===== config.mk =====
export PLATFORM = sky130hd
export DESIGN_NAME = apb3_bridge_flat
export DESIGN_NICKNAME = d
export VERILOG_FILES = /design/src/rtl/apb3_bridge_pkg.sv /design/src/rtl/apb3_bridge_if.sv /design/src/rtl/apb3_bridge_addr_dec.sv /design/src/rtl/apb3_bridge.sv /design/src/flat_wrapper.sv
export SDC_FILE = /design/constraint.sdc
export NUM_CORES = 1
export LEC_CHECK = 0
export ABC_AREA = 1
export BUFFER_PORTS_ARGS = -buffer_cell sky130_fd_sc_hd__buf_2
export CORE_AREA = 2 2 173 175
export CTS_CLUSTER_SIZE = 28
export DETAILED_ROUTE_END_ITERATION = 10
export DIE_AREA = 0 0 175 177
export PLACE_DENSITY = 0.48
export RECOVER_POWER = 100
export SKIP_LAST_GASP = 1
export SYNTH_ARGS = -nofsm -noshare
export SYNTH_HDL_FRONTEND = slang
export SYNTH_SLANG_ARGS = --single-unit
export TNS_END_PERCENT = 1

===== constraint.sdc =====
create_clock -name hclk -period 4.37 [get_ports hclk]
set_clock_uncertainty 0.2 [all_clocks]
set_input_delay 0.437 -clock hclk [delete_from_list [all_inputs] [get_ports hclk]]
set_output_delay 0.437 -clock hclk [all_outputs]
set_load 0.02 [all_outputs]

===== src/rtl/apb3_bridge_pkg.sv =====
// Shared definitions for the AHB-to-APB3 bridge: FSM states, HRESP codes,
// default decode table entries and sizing helpers.
package apb3_bridge_pkg;

  typedef enum logic [2:0] {
    ST_IDLE   = 3'd0,
    ST_LATCH  = 3'd1,
    ST_SETUP  = 3'd2,
    ST_ACCESS = 3'd3,
    ST_ERR1   = 3'd4,
    ST_ERR2   = 3'd5
  } state_t;

  typedef enum logic [1:0] {
    HRESP_OKAY  = 2'b00,
    HRESP_ERROR = 2'b01
  } hresp_t;

  localparam logic [31:0] DEF_SLV_BASE = 32'h0000_0000;
  localparam logic [31:0] DEF_SLV_MASK = 32'hFFFF_F000;

  function automatic int unsigned idx_width(input int unsigned n);
    return (n > 1) ? $clog2(n) : 1;
  endfunction

  function automatic int unsigned cnt_width(input int unsigned timeout);
    return (timeout == 0) ? 1 : $clog2(timeout + 1);
  endfunction

endpackage


===== src/rtl/apb3_bridge_if.sv =====
// AHB-side and APB-side signal bundle of the bridge; 'slave' is the bridge view,
// 'master' is the view of the surrounding system driving it.
interface apb3_bridge_if #(
  parameter int unsigned NUM_SLV = 8
) ();
  logic                   harb_apb_hsel;
  logic [31:0]            harb_xx_haddr;
  logic                   harb_xx_hwrite;
  logic [31:0]            harb_xx_hwdata;
  logic [31:0]            apb_harb_hrdata;
  logic                   apb_harb_hready;
  logic [1:0]             apb_harb_hresp;
  logic [31:0]            apb_xx_paddr;
  logic                   apb_xx_pwrite;
  logic [31:0]            apb_xx_pwdata;
  logic                   apb_xx_penable;
  logic [NUM_SLV-1:0]     psel;
  logic [NUM_SLV*32-1:0]  prdata;
  logic [NUM_SLV-1:0]     pready;
  logic [NUM_SLV-1:0]     pslverr;

  modport slave (
    input  harb_apb_hsel, harb_xx_haddr, harb_xx_hwrite, harb_xx_hwdata,
    output apb_harb_hrdata, apb_harb_hready, apb_harb_hresp,
    output apb_xx_paddr, apb_xx_pwrite, apb_xx_pwdata, apb_xx_penable, psel,
    input  prdata, pready, pslverr
  );

  modport master (
    output harb_apb_hsel, harb_xx_haddr, harb_xx_hwrite, harb_xx_hwdata,
    input  apb_harb_hrdata, apb_harb_hready, apb_harb_hresp,
    input  apb_xx_paddr, apb_xx_pwrite, apb_xx_pwdata, apb_xx_penable, psel,
    output prdata, pready, pslverr
  );
endinterface


===== src/rtl/apb3_bridge_addr_dec.sv =====
// Base/mask address decoder; the lowest-numbered matching slave wins.
module apb_addr_dec
  import apb3_bridge_pkg::*;
#(
  parameter int unsigned          NUM_SLV  = 8,
  parameter logic [NUM_SLV*32-1:0] SLV_BASE = {NUM_SLV{DEF_SLV_BASE}},
  parameter logic [NUM_SLV*32-1:0] SLV_MASK = {NUM_SLV{DEF_SLV_MASK}},
  parameter int unsigned          IDX_W    = idx_width(NUM_SLV)
) (
  input  logic [31:0]      haddr,
  output logic             hit,
  output logic [IDX_W-1:0] idx
);

  always_comb begin
    hit = 1'b0;
    idx = '0;
    for (int unsigned i = 0; i < NUM_SLV; i++) begin
      if (!hit && ((haddr & SLV_MASK[32*i +: 32]) == SLV_BASE[32*i +: 32])) begin
        hit = 1'b1;
        idx = IDX_W'(i);
      end
    end
  end

endmodule


===== src/rtl/apb3_bridge.sv =====
// AHB-to-APB3 bridge: one outstanding transfer, registered outputs, ERROR
// response for unmapped addresses, slave errors and ACCESS timeouts.
module apb3_bridge
  import apb3_bridge_pkg::*;
#(
  parameter int unsigned           NUM_SLV  = 8,
  parameter logic [NUM_SLV*32-1:0] SLV_BASE = {NUM_SLV{DEF_SLV_BASE}},
  parameter logic [NUM_SLV*32-1:0] SLV_MASK = {NUM_SLV{DEF_SLV_MASK}},
  parameter int unsigned           TIMEOUT  = 256
) (
  input  logic          hclk,
  input  logic          hrst,
  apb3_bridge_if.slave  bus
);

  localparam int unsigned IDX_W = idx_width(NUM_SLV);
  localparam int unsigned CNT_W = cnt_width(TIMEOUT);
  localparam logic [CNT_W-1:0] CNT_MAX = CNT_W'(TIMEOUT);

  state_t           state_q, state_d;
  logic [IDX_W-1:0] idx_q, idx_d;
  logic [31:0]      paddr_q, paddr_d;
  logic             pwrite_q, pwrite_d;
  logic [31:0]      pwdata_q, pwdata_d;
  logic             penable_q, penable_d;
  logic [31:0]      hrdata_q, hrdata_d;
  logic             hready_q, hready_d;
  hresp_t           hresp_q, hresp_d;
  logic [CNT_W-1:0] cnt_q, cnt_d;

  logic             dec_hit;
  logic [IDX_W-1:0] dec_idx;
  logic             sel_ready, sel_err;
  logic [31:0]      sel_rdata;
  logic             timed_out;

  apb_addr_dec #(
    .NUM_SLV  (NUM_SLV),
    .SLV_BASE (SLV_BASE),
    .SLV_MASK (SLV_MASK),
    .IDX_W    (IDX_W)
  ) u_dec (
    .haddr (bus.harb_xx_haddr),
    .hit   (dec_hit),
    .idx   (dec_idx)
  );

  assign sel_ready = bus.pready[idx_q];
  assign sel_err   = bus.pslverr[idx_q];
  assign sel_rdata = bus.prdata[32*int'(idx_q) +: 32];
  assign timed_out = (TIMEOUT != 0) && (cnt_q == CNT_MAX);

  always_ff @(posedge hclk or posedge hrst) begin
    if (hrst) state_q <= ST_IDLE;
    else      state_q <= state_d;
  end

  always_comb begin
    state_d = state_q;
    case (state_q)
      ST_IDLE: begin
        if (bus.harb_apb_hsel) begin
          if (!dec_hit)                state_d = ST_ERR1;
          else if (bus.harb_xx_hwrite) state_d = ST_LATCH;
          else                         state_d = ST_SETUP;
        end
      end
      ST_LATCH:  state_d = ST_SETUP;
      ST_SETUP:  state_d = ST_ACCESS;
      ST_ACCESS: begin
        // A ready slave takes priority over a timeout in the same cycle.
        if (sel_ready)      state_d = sel_err ? ST_ERR1 : ST_IDLE;
        else if (timed_out) state_d = ST_ERR1;
      end
      ST_ERR1:   state_d = ST_ERR2;
      ST_ERR2:   state_d = ST_IDLE;
      default:   state_d = ST_IDLE;
    endcase
  end

  // Registered outputs are computed from the next state so they line up with it.
  always_comb begin
    idx_d    = idx_q;
    paddr_d  = paddr_q;
    pwrite_d = pwrite_q;
    pwdata_d = pwdata_q;
    hrdata_d = hrdata_q;
    cnt_d    = cnt_q;
    if (state_q == ST_IDLE && bus.harb_apb_hsel) begin
      idx_d    = dec_idx;
      paddr_d  = bus.harb_xx_haddr;
      pwrite_d = bus.harb_xx_hwrite;
    end
    if (state_q == ST_LATCH) pwdata_d = bus.harb_xx_hwdata;
    if (state_q == ST_ACCESS && state_d == ST_IDLE && !pwrite_q) hrdata_d = sel_rdata;
    if (state_q == ST_SETUP) cnt_d = '0;
    else if (state_q == ST_ACCESS && cnt_q != CNT_MAX) cnt_d = cnt_q + 1'b1;
    penable_d = (state_d == ST_ACCESS);
    hready_d  = (state_d == ST_IDLE) || (state_d == ST_ERR2);
    hresp_d   = (state_d == ST_ERR1 || state_d == ST_ERR2) ? HRESP_ERROR : HRESP_OKAY;
  end

  always_ff @(posedge hclk or posedge hrst) begin
    if (hrst) begin
      idx_q     <= '0;
      paddr_q   <= '0;
      pwrite_q  <= 1'b0;
      pwdata_q  <= '0;
      penable_q <= 1'b0;
      hrdata_q  <= '0;
      hready_q  <= 1'b1;
      hresp_q   <= HRESP_OKAY;
      cnt_q     <= '0;
    end else begin
      idx_q     <= idx_d;
      paddr_q   <= paddr_d;
      pwrite_q  <= pwrite_d;
      pwdata_q  <= pwdata_d;
      penable_q <= penable_d;
      hrdata_q  <= hrdata_d;
      hready_q  <= hready_d;
      hresp_q   <= hresp_d;
      cnt_q     <= cnt_d;
    end
  end

  assign bus.psel = (state_q == ST_SETUP || state_q == ST_ACCESS)
                  ? (NUM_SLV'(1) << idx_q) : '0;
  assign bus.apb_xx_paddr    = paddr_q;
  assign bus.apb_xx_pwrite   = pwrite_q;
  assign bus.apb_xx_pwdata   = pwdata_q;
  assign bus.apb_xx_penable  = penable_q;
  assign bus.apb_harb_hrdata = hrdata_q;
  assign bus.apb_harb_hready = hready_q;
  assign bus.apb_harb_hresp  = hresp_q;

endmodule


===== src/flat_wrapper.sv =====
// flat-port wrapper written by rule: the top's interface ports become plain ports
module apb3_bridge_flat import apb3_bridge_pkg::*;
#(
  parameter int unsigned           NUM_SLV  = 8,
  parameter logic [NUM_SLV*32-1:0] SLV_BASE = {NUM_SLV{DEF_SLV_BASE}},
  parameter logic [NUM_SLV*32-1:0] SLV_MASK = {NUM_SLV{DEF_SLV_MASK}},
  parameter int unsigned           TIMEOUT  = 256
)
  (hclk, hrst, bus_harb_apb_hsel, bus_harb_xx_haddr, bus_harb_xx_hwrite, bus_harb_xx_hwdata, bus_apb_harb_hrdata, bus_apb_harb_hready, bus_apb_harb_hresp, bus_apb_xx_paddr, bus_apb_xx_pwrite, bus_apb_xx_pwdata, bus_apb_xx_penable, bus_psel, bus_prdata, bus_pready, bus_pslverr);
  apb3_bridge_if #(.NUM_SLV(NUM_SLV)) bus_i ();
  input  logic hclk;
  input  logic hrst;
  input wire logic [$bits(bus_i.harb_apb_hsel)-1:0] bus_harb_apb_hsel;
  input wire logic [$bits(bus_i.harb_xx_haddr)-1:0] bus_harb_xx_haddr;
  input wire logic [$bits(bus_i.harb_xx_hwrite)-1:0] bus_harb_xx_hwrite;
  input wire logic [$bits(bus_i.harb_xx_hwdata)-1:0] bus_harb_xx_hwdata;
  output wire logic [$bits(bus_i.apb_harb_hrdata)-1:0] bus_apb_harb_hrdata;
  output wire logic [$bits(bus_i.apb_harb_hready)-1:0] bus_apb_harb_hready;
  output wire logic [$bits(bus_i.apb_harb_hresp)-1:0] bus_apb_harb_hresp;
  output wire logic [$bits(bus_i.apb_xx_paddr)-1:0] bus_apb_xx_paddr;
  output wire logic [$bits(bus_i.apb_xx_pwrite)-1:0] bus_apb_xx_pwrite;
  output wire logic [$bits(bus_i.apb_xx_pwdata)-1:0] bus_apb_xx_pwdata;
  output wire logic [$bits(bus_i.apb_xx_penable)-1:0] bus_apb_xx_penable;
  output wire logic [$bits(bus_i.psel)-1:0] bus_psel;
  input wire logic [$bits(bus_i.prdata)-1:0] bus_prdata;
  input wire logic [$bits(bus_i.pready)-1:0] bus_pready;
  input wire logic [$bits(bus_i.pslverr)-1:0] bus_pslverr;
  assign bus_i.harb_apb_hsel = bus_harb_apb_hsel;
  assign bus_i.harb_xx_haddr = bus_harb_xx_haddr;
  assign bus_i.harb_xx_hwrite = bus_harb_xx_hwrite;
  assign bus_i.harb_xx_hwdata = bus_harb_xx_hwdata;
  assign bus_apb_harb_hrdata = bus_i.apb_harb_hrdata;
  assign bus_apb_harb_hready = bus_i.apb_harb_hready;
  assign bus_apb_harb_hresp = bus_i.apb_harb_hresp;
  assign bus_apb_xx_paddr = bus_i.apb_xx_paddr;
  assign bus_apb_xx_pwrite = bus_i.apb_xx_pwrite;
  assign bus_apb_xx_pwdata = bus_i.apb_xx_pwdata;
  assign bus_apb_xx_penable = bus_i.apb_xx_penable;
  assign bus_psel = bus_i.psel;
  assign bus_i.prdata = bus_prdata;
  assign bus_i.pready = bus_pready;
  assign bus_i.pslverr = bus_pslverr;
  apb3_bridge #(.NUM_SLV(NUM_SLV), .SLV_BASE(SLV_BASE), .SLV_MASK(SLV_MASK), .TIMEOUT(TIMEOUT)) u_core (.hclk(hclk), .hrst(hrst), .bus(bus_i));
endmodule

* Yosys cells after proc, flatten, opt, wreduce, memory -nomap -nowiden
Cells that the tools add are included.
W data, S select, Z words.
** Word-level totals
- Flip-flop bits (word level) :: 116
- Latch bits :: 0
- Bits in writable memories :: 0
- Bits in read-only memories :: 0
- Output and inout port bits :: 109
- Word-level logic and storage cells :: 79
- Memories :: 0
** Operators by class
- $add $sub $neg :: 1
- $mul :: 0
- Divide/modulo/power cells :: 0
- $lt $le $gt $ge :: 1
- Equality and inequality tests :: 9
- Shift operators :: 2
- Muxes and demuxes :: 30
- Bitwise logic cells :: 0
- Reduce and logical (&&, ||, !) cells :: 26
** Operators by type and width (number)
- $shiftx A256 B9 Y32 :: 1
- $logic_not A32 Y1 :: 1
- $mux W3 :: 9
- $mux W9 :: 2
- $pmux W3 S5 :: 1
- $mux W1 :: 12
- $logic_and A1 B1 Y1 :: 11
- $add A9 B1 Y9 const B :: 1
- $eq A3 B2 Y1 const B :: 3
- $eq A3 B3 Y1 const B :: 3
- $eq A9 B9 Y1 const B :: 1
- $ne A9 B9 Y1 const B :: 1
- $logic_not A1 Y1 :: 8
- $mux W8 :: 1
- $shl A1 B3 Y8 const A :: 1
- $bmux W1 S3 :: 2
- $logic_not A3 Y1 :: 2
- $mux W2 :: 3
- $lt A3 B4 Y1 const B :: 1
- $eq A3 B1 Y1 const B :: 1
- $logic_or A1 B1 Y1 :: 3
- $reduce_bool A2 Y1 :: 1

* Logic depth before layout (Yosys ltp)
- Word-level depth :: 29
- Mapped depth :: 14
- Depth with buffers taken out :: 13

* By module
A second synthesis with hierarchy kept.
** Unflattened totals
- Cells, all modules :: 1081
- Area, all modules :: 7134.3 um^2
** Modules (own cells, without submodules)
- apb3_bridge :: instances 1, cells each 1060, area an instance 7036.7 um^2, seq. area each 2879.0 um^2
- apb_addr_dec :: instances 1, cells each 21, area an instance 97.6 um^2, seq. area each 0.0 um^2

* Least setup slack after synthesis
OpenSTA, ideal clock, no wires.
- Path type :: flip-flop to flip-flop
- Start :: register u_core.cnt_q[0]
- End :: register u_core.hrdata_q[0] (netlist: u_core.bus.apb_harb_hrdata[0])
- Arrival time :: 1.557 ns
- Data required time :: 4.053 ns
- Slack :: 2.496 ns
- Cell stages (with the launch flop) :: 15
- Clock period less this slack :: 1.874 ns
- Cells stage by stage :: dfrtp_1 -> inv_1 -> ha_1 -> nand2_1 -> nor2_1 -> nand2_2 -> nand3_2 -> nand2_1 -> inv_2 -> nand2_2 -> nor2_8 -> nand3_4 -> buf_6 -> nand2_1 -> nand2_1
** On the way
- Cells in the longest elaborated chain, start to end :: 7
** RTL lines
- from (decl) :: line apb3_bridge.sv:29 : logic [CNT_W-1:0] cnt_q, cnt_d;
- from (signal assigned) :: line apb3_bridge.sv:123 : cnt_q <= cnt_d;
- $eq A9 B9 Y1 :: line apb3_bridge.sv:51 : assign timed_out = (TIMEOUT != 0) && (cnt_q == CNT_MAX);
- $mux W3 :: line apb3_bridge.sv:73 : else if (timed_out) state_d = ST_ERR1;
- $mux W3 :: line apb3_bridge.sv:72 : if (sel_ready) state_d = sel_err ? ST_ERR1 : ST_IDLE;
- $pmux W3 S5 :: line apb3_bridge.sv:60 : case (state_q)
- via u_core.state_d[0] :: line apb3_bridge.sv:20 : state_t state_q, state_d;
- $logic_not A3 Y1 :: line apb3_bridge.sv:95 : if (state_q == ST_ACCESS && state_d == ST_IDLE && !pwrite_q) hrdata_d = sel_rdata;
- $logic_and A1 B1 Y1 (2 in a row) :: line apb3_bridge.sv:95
- to (signal assigned) :: line apb3_bridge.sv:120 : hrdata_q <= hrdata_d;
- to (decl) :: line apb3_bridge.sv:26 : logic [31:0] hrdata_q, hrdata_d;
The timed path passes the listed nets, and every way through them passes these cells.
A chain may end at the register's enable or synchronous reset.

* Worst setup path after layout
- Start :: register u_core.state_q[2]
- End :: register u_core.hrdata_q[28] (netlist: u_core.bus.apb_harb_hrdata[28])
** RTL lines
- from (decl) :: line apb3_bridge.sv:20
- from (signal assigned) :: line apb3_bridge.sv:55 : else state_q <= state_d;
- $eq A3 B3 Y1, or another cell as far along :: line apb3_bridge.sv:60
- $pmux W3 S5 * :: line apb3_bridge.sv:60
- via u_core.state_d[0] :: line apb3_bridge.sv:20
- $logic_not A3 Y1 * :: line apb3_bridge.sv:95
- $logic_and A1 B1 Y1 * (2 in a row) :: line apb3_bridge.sv:95
The timed path passes the listed nets; every way through them passes the cells marked *.

==> flow_summary.rst <==
.. list-table::
   :header-rows: 1

   * - Metric
     - Value
   * - Run status
     - finished, violations left
   * - Violations in the final reports
     - capacitance limit, slew limit
   * - Antenna-violating nets left
     - 0
   * - Finish-stage setup viols
     - 0
   * - Post-synth top area share
     - 0.587
   * - Area of combinational cells with multiple inputs
     - ~0.0017 mm^2
   * - Synth top area cells
     - dfrtp_1, nand2_1, mux2_2
   * - Buffers added on ports
     - 202
   * - Final wirelength
     - roughly 14000 um
   * - Cell count after placement
     - 1061
   * - TritonCTS clock tree
     - done
   * - Root buffer cell
     - clkbuf_16
   * - Slowest cell on crit path
     - nand3_4
   * - Clock Pin Slew Worst Setup and Hold Paths
     - roughly 70 ps
   * - Number of violations reported at the end of detailed-routing iteration 0
     - 217
   * - Flip-flop and latch area
     - 0.00280 mm^2
   * - GRT Util Overall
     - 0.0916
   * - Fmax
     - 316 MHz
   * - Cell taking the most area after synthesis
     - dfrtp_1
   * - XOR/XNOR Fraction of Synth Area
     - 0
   * - Critical path buffers and inverters
     - 2
   * - Category of the most critical setup path
     - reg2reg
   * - Most frequently used cell type in the post-synthesis netlist
     - nand2_1
   * - Unique cell type count in the Yosys netlist
     - 29
   * - Pre-CTS WS
     - 1240 ps
   * - Fillcell total
     - roughly 3300
   * - Final setup margin
     - between 1000 and 1500 ps
   * - Leak Pwr
     - approximately 3 nW
   * - Maximum clock insertion buffer count
     - 2
   * - Mapped Avg Cell Area
     - ~10 um^2
   * - Slew Limit Fails
     - 85
   * - Largest net degree at the start of global routing
     - 52
   * - Category of the worst setup path capture point
     - register
   * - Category of cells accounting for the largest share of critical-path delay
     - simple AND/OR/NAND/NOR gates
   * - Site Rows
     - between 60 and 70
   * - Hold_buf cts
     - 0
   * - Final HPWL from detailed placement
     - around 9900 um
   * - Per-cell via count in the routed design
     - roughly 3.7
   * - Crit-path max cell delay
     - ~480 ps
   * - Most common cell on crit path
     - nand2_1
   * - Total number of clock tree sinks
     - 112
   * - Number of register bits inferred by synthesis
     - 112
   * - Number of cells on the worst hold path
     - 3
   * - Post-synthesis cell count
     - 487
   * - Via count of the first global-routing pass
     - 3920
   * - Max_slew headroom
     - -0.596
   * - Worst voltage drop across the vdd grid
     - 0.219 mV
   * - Number of I/O pins
     - 449
   * - Simple logic cell fraction of the synthesized area
     - 0.244
   * - Crit share post-route
     - 0.725
   * - Final design utilization
     - 0.214
   * - Largest family of logic cells by synthesized area
     - simple AND/OR/NAND/NOR gates
   * - CP Data Arrival Time
     - about 3200 ps
   * - Length of the first detailed-routing pass in iterations
     - 4
   * - Initial core utilization
     - 0.162
   * - Netlist area before placement
     - 0.00473 mm^2
   * - DR DRC count
     - 0
   * - Power Density
     - 721 mW/mm^2
   * - Setup Total Neg Slack
     - 0 ps
   * - Proportion of synthesized chip area in sequential cells
     - 0.592
   * - Placer Congestion
     - a little over 0.7
   * - H-tree depth
     - 3
   * - Required @ worst endpoint
     - 4410 ps
   * - Top flip-flop cell by instance count after synthesis
     - dfrtp_1
   * - Height of the die
     - ~180 um
   * - Detailed-route via count
     - between 3000 and 4000
   * - Synth Warn #
     - 0
   * - Maximum fanout along the worst path
     - 34
   * - Unrepaired setup endpoints after global routing
     - no
   * - Layout Nets
     - approximately 1000
   * - Core footprint
     - about 0.03 mm^2
   * - Number of hold-slack violations in the final timing report
     - 0
   * - Number of gates on the worst path with buffers counted
     - 10
   * - Final instance count without filler cells
     - 1077
   * - Area growth syn-to-layout
     - 32.4%
   * - Share of flip-flops with an asynchronous set or reset
     - 1.00
   * - Length in cells of the worst reg-to-reg path
     - 10
   * - Total power
     - 4.52 mW
   * - Number of flops mapped to enable cells by yosys
     - 0
   * - Fraction of the mapped netlist area in adder cells
     - 0.00529
   * - Routed WL per cell
     - 13.1 um
   * - GRT Residual Overflow
     - 0
   * - Die outline area
     - 0.0310 mm^2
   * - Kind of start point of the critical path
     - register
   * - Postcts setup bufs
     - 0
   * - First-pass GRT wire length
     - 21700 um
   * - Area fraction in compound gates after synthesis
     - 0.0206
   * - Die boundary width
     - between 150 and 200 um
   * - Leading post-synthesis cells by instance count
     - nand2_1, dfrtp_1, nand4_1
   * - Clock buffer count from CTS
     - 9
   * - Fraction of layout instances using a drive strength above 1
     - 0.243
   * - Cell breakdown of the critical path
     - inv_1, nand3_1, buf_4, nor2_1, nand4_1, nand2_1, nor2_8, nand3_4, nand2_1, nand2_1
   * - Later-pin clock latency in the skew report
     - 360 ps
   * - Post-synthesis mux area share
     - 0.0761
   * - Worst reg-to-reg setup slack
     - 1200 ps
   * - Max-capacitance violation count
     - 3
   * - Min-Delay Path Class
     - in2reg
   * - Final Critical Period
     - 3170 ps
   * - Transition at the pin with the smallest max-transition slack
     - roughly 2400 ps
   * - CTS-repair resized insts
     - 0
   * - Antenna violations before repair
     - 2
## sequential cells by signal, indices dropped and copies added (netlist names)
register	count
u_core.bus.apb_xx_pwdata	32
u_core.bus.apb_xx_paddr	32
u_core.bus.apb_harb_hready	1
u_core.cnt_q	9
u_core.state_q	3
u_core.bus.apb_xx_penable	1
u_core.bus.apb_harb_hrdata	32
u_core.bus.apb_harb_hresp	1
u_core.bus.apb_xx_pwrite	1
## metrics by stage
stage	instance area [um^2]	hold slack, ps
after floorplan	4760	254
after global placement	6130	249
after CTS	6430	12.3
after global routing	6260	64.7
final	6270	67.3
after detailed placement	6130	253
## final timing paths
check,from,end
worst max register to register,u_core.state_q[2]$_DFF_PP0_,u_core.bus.apb_harb_hrdata[28]$_DFFE_PP0P_
worst min-delay path,bus_harb_xx_haddr[0],u_core.bus.apb_xx_paddr[0]$_DFFE_PP0P_
min in group asynchronous,hrst,u_core.bus.apb_xx_pwdata[6]$_DFFE_PP0N_
worst max-delay path,u_core.state_q[2]$_DFF_PP0_,u_core.bus.apb_harb_hrdata[28]$_DFFE_PP0P_
max in group asynchronous,hrst,u_core.bus.apb_xx_pwrite$_DFFE_PP0P_
worst min register to register,u_core.bus.apb_harb_hrdata[3]$_DFFE_PP0P_,u_core.bus.apb_harb_hrdata[3]$_DFFE_PP0P_
## routing by layer
metal  part of all wire  GRT usage  vias to the layer above
met3              0.075     0.0324                       13
met2               0.48      0.149                      138
met4              0.013     0.0281                        2
met5             0.0011          0                        -
met1               0.43      0.114                     1844
li1                   -          -                     1939
## tightest hold or removal path, cell delays in order
cell,delay (ps)
buf_2,70
nand2_1,40
nand2_1,40
## report_power, final
part / internal, mW / total [mW] / switching (mW)
Sequential: 1.48 / 1.69 / 0.215
Clock: 0.457 / 0.861 / 0.404
Combinational: 0.573 / 1.96 / 1.39
Total: 2.51 / 4.52 / 2.01
## placed cells by master, fill, tap and decap left out, types with 6 or more instances in the layout
| master | count |
|---|---|
| nand2_1 | 189 |
| dfrtp_1 | 111 |
| clkbuf_1 | 104 |
| buf_2 | 101 |
| nand4_1 | 34 |
| mux2_2 | 32 |
| nor2_1 | 22 |
| inv_1 | 20 |
| o21ai_0 | 11 |
| nand3_1 | 9 |
| clkbuf_16 | 9 |
| conb_1 | 8 |
| inv_2 | 6 |
## area by class of cell
type	instances	share of cell area
antenna	1	0.000399
timing repair buffer	208	0.146
tap	390	0.0779
inverter	28	0.0170
multi-input combinational	323	0.264
sequential	112	0.447
clock buffer	10	0.0381
clock inverter	5	0.00918
## logic make-up (layout without fill, tap and decap cells)
kind of cell | count (synthesis) | in the layout
flip-flops | 112 | 112
AND/OR/NAND/NOR | 263 | 263
other | 1 | 9
multiplexers | 32 | 32
AO/OA/AOI/OAI | 18 | 18
adder cells (fa/ha/maj) | 2 | 2
buffers and inverters | 59 | 251
Note: power is estimated with default switching activity, not from simulation.
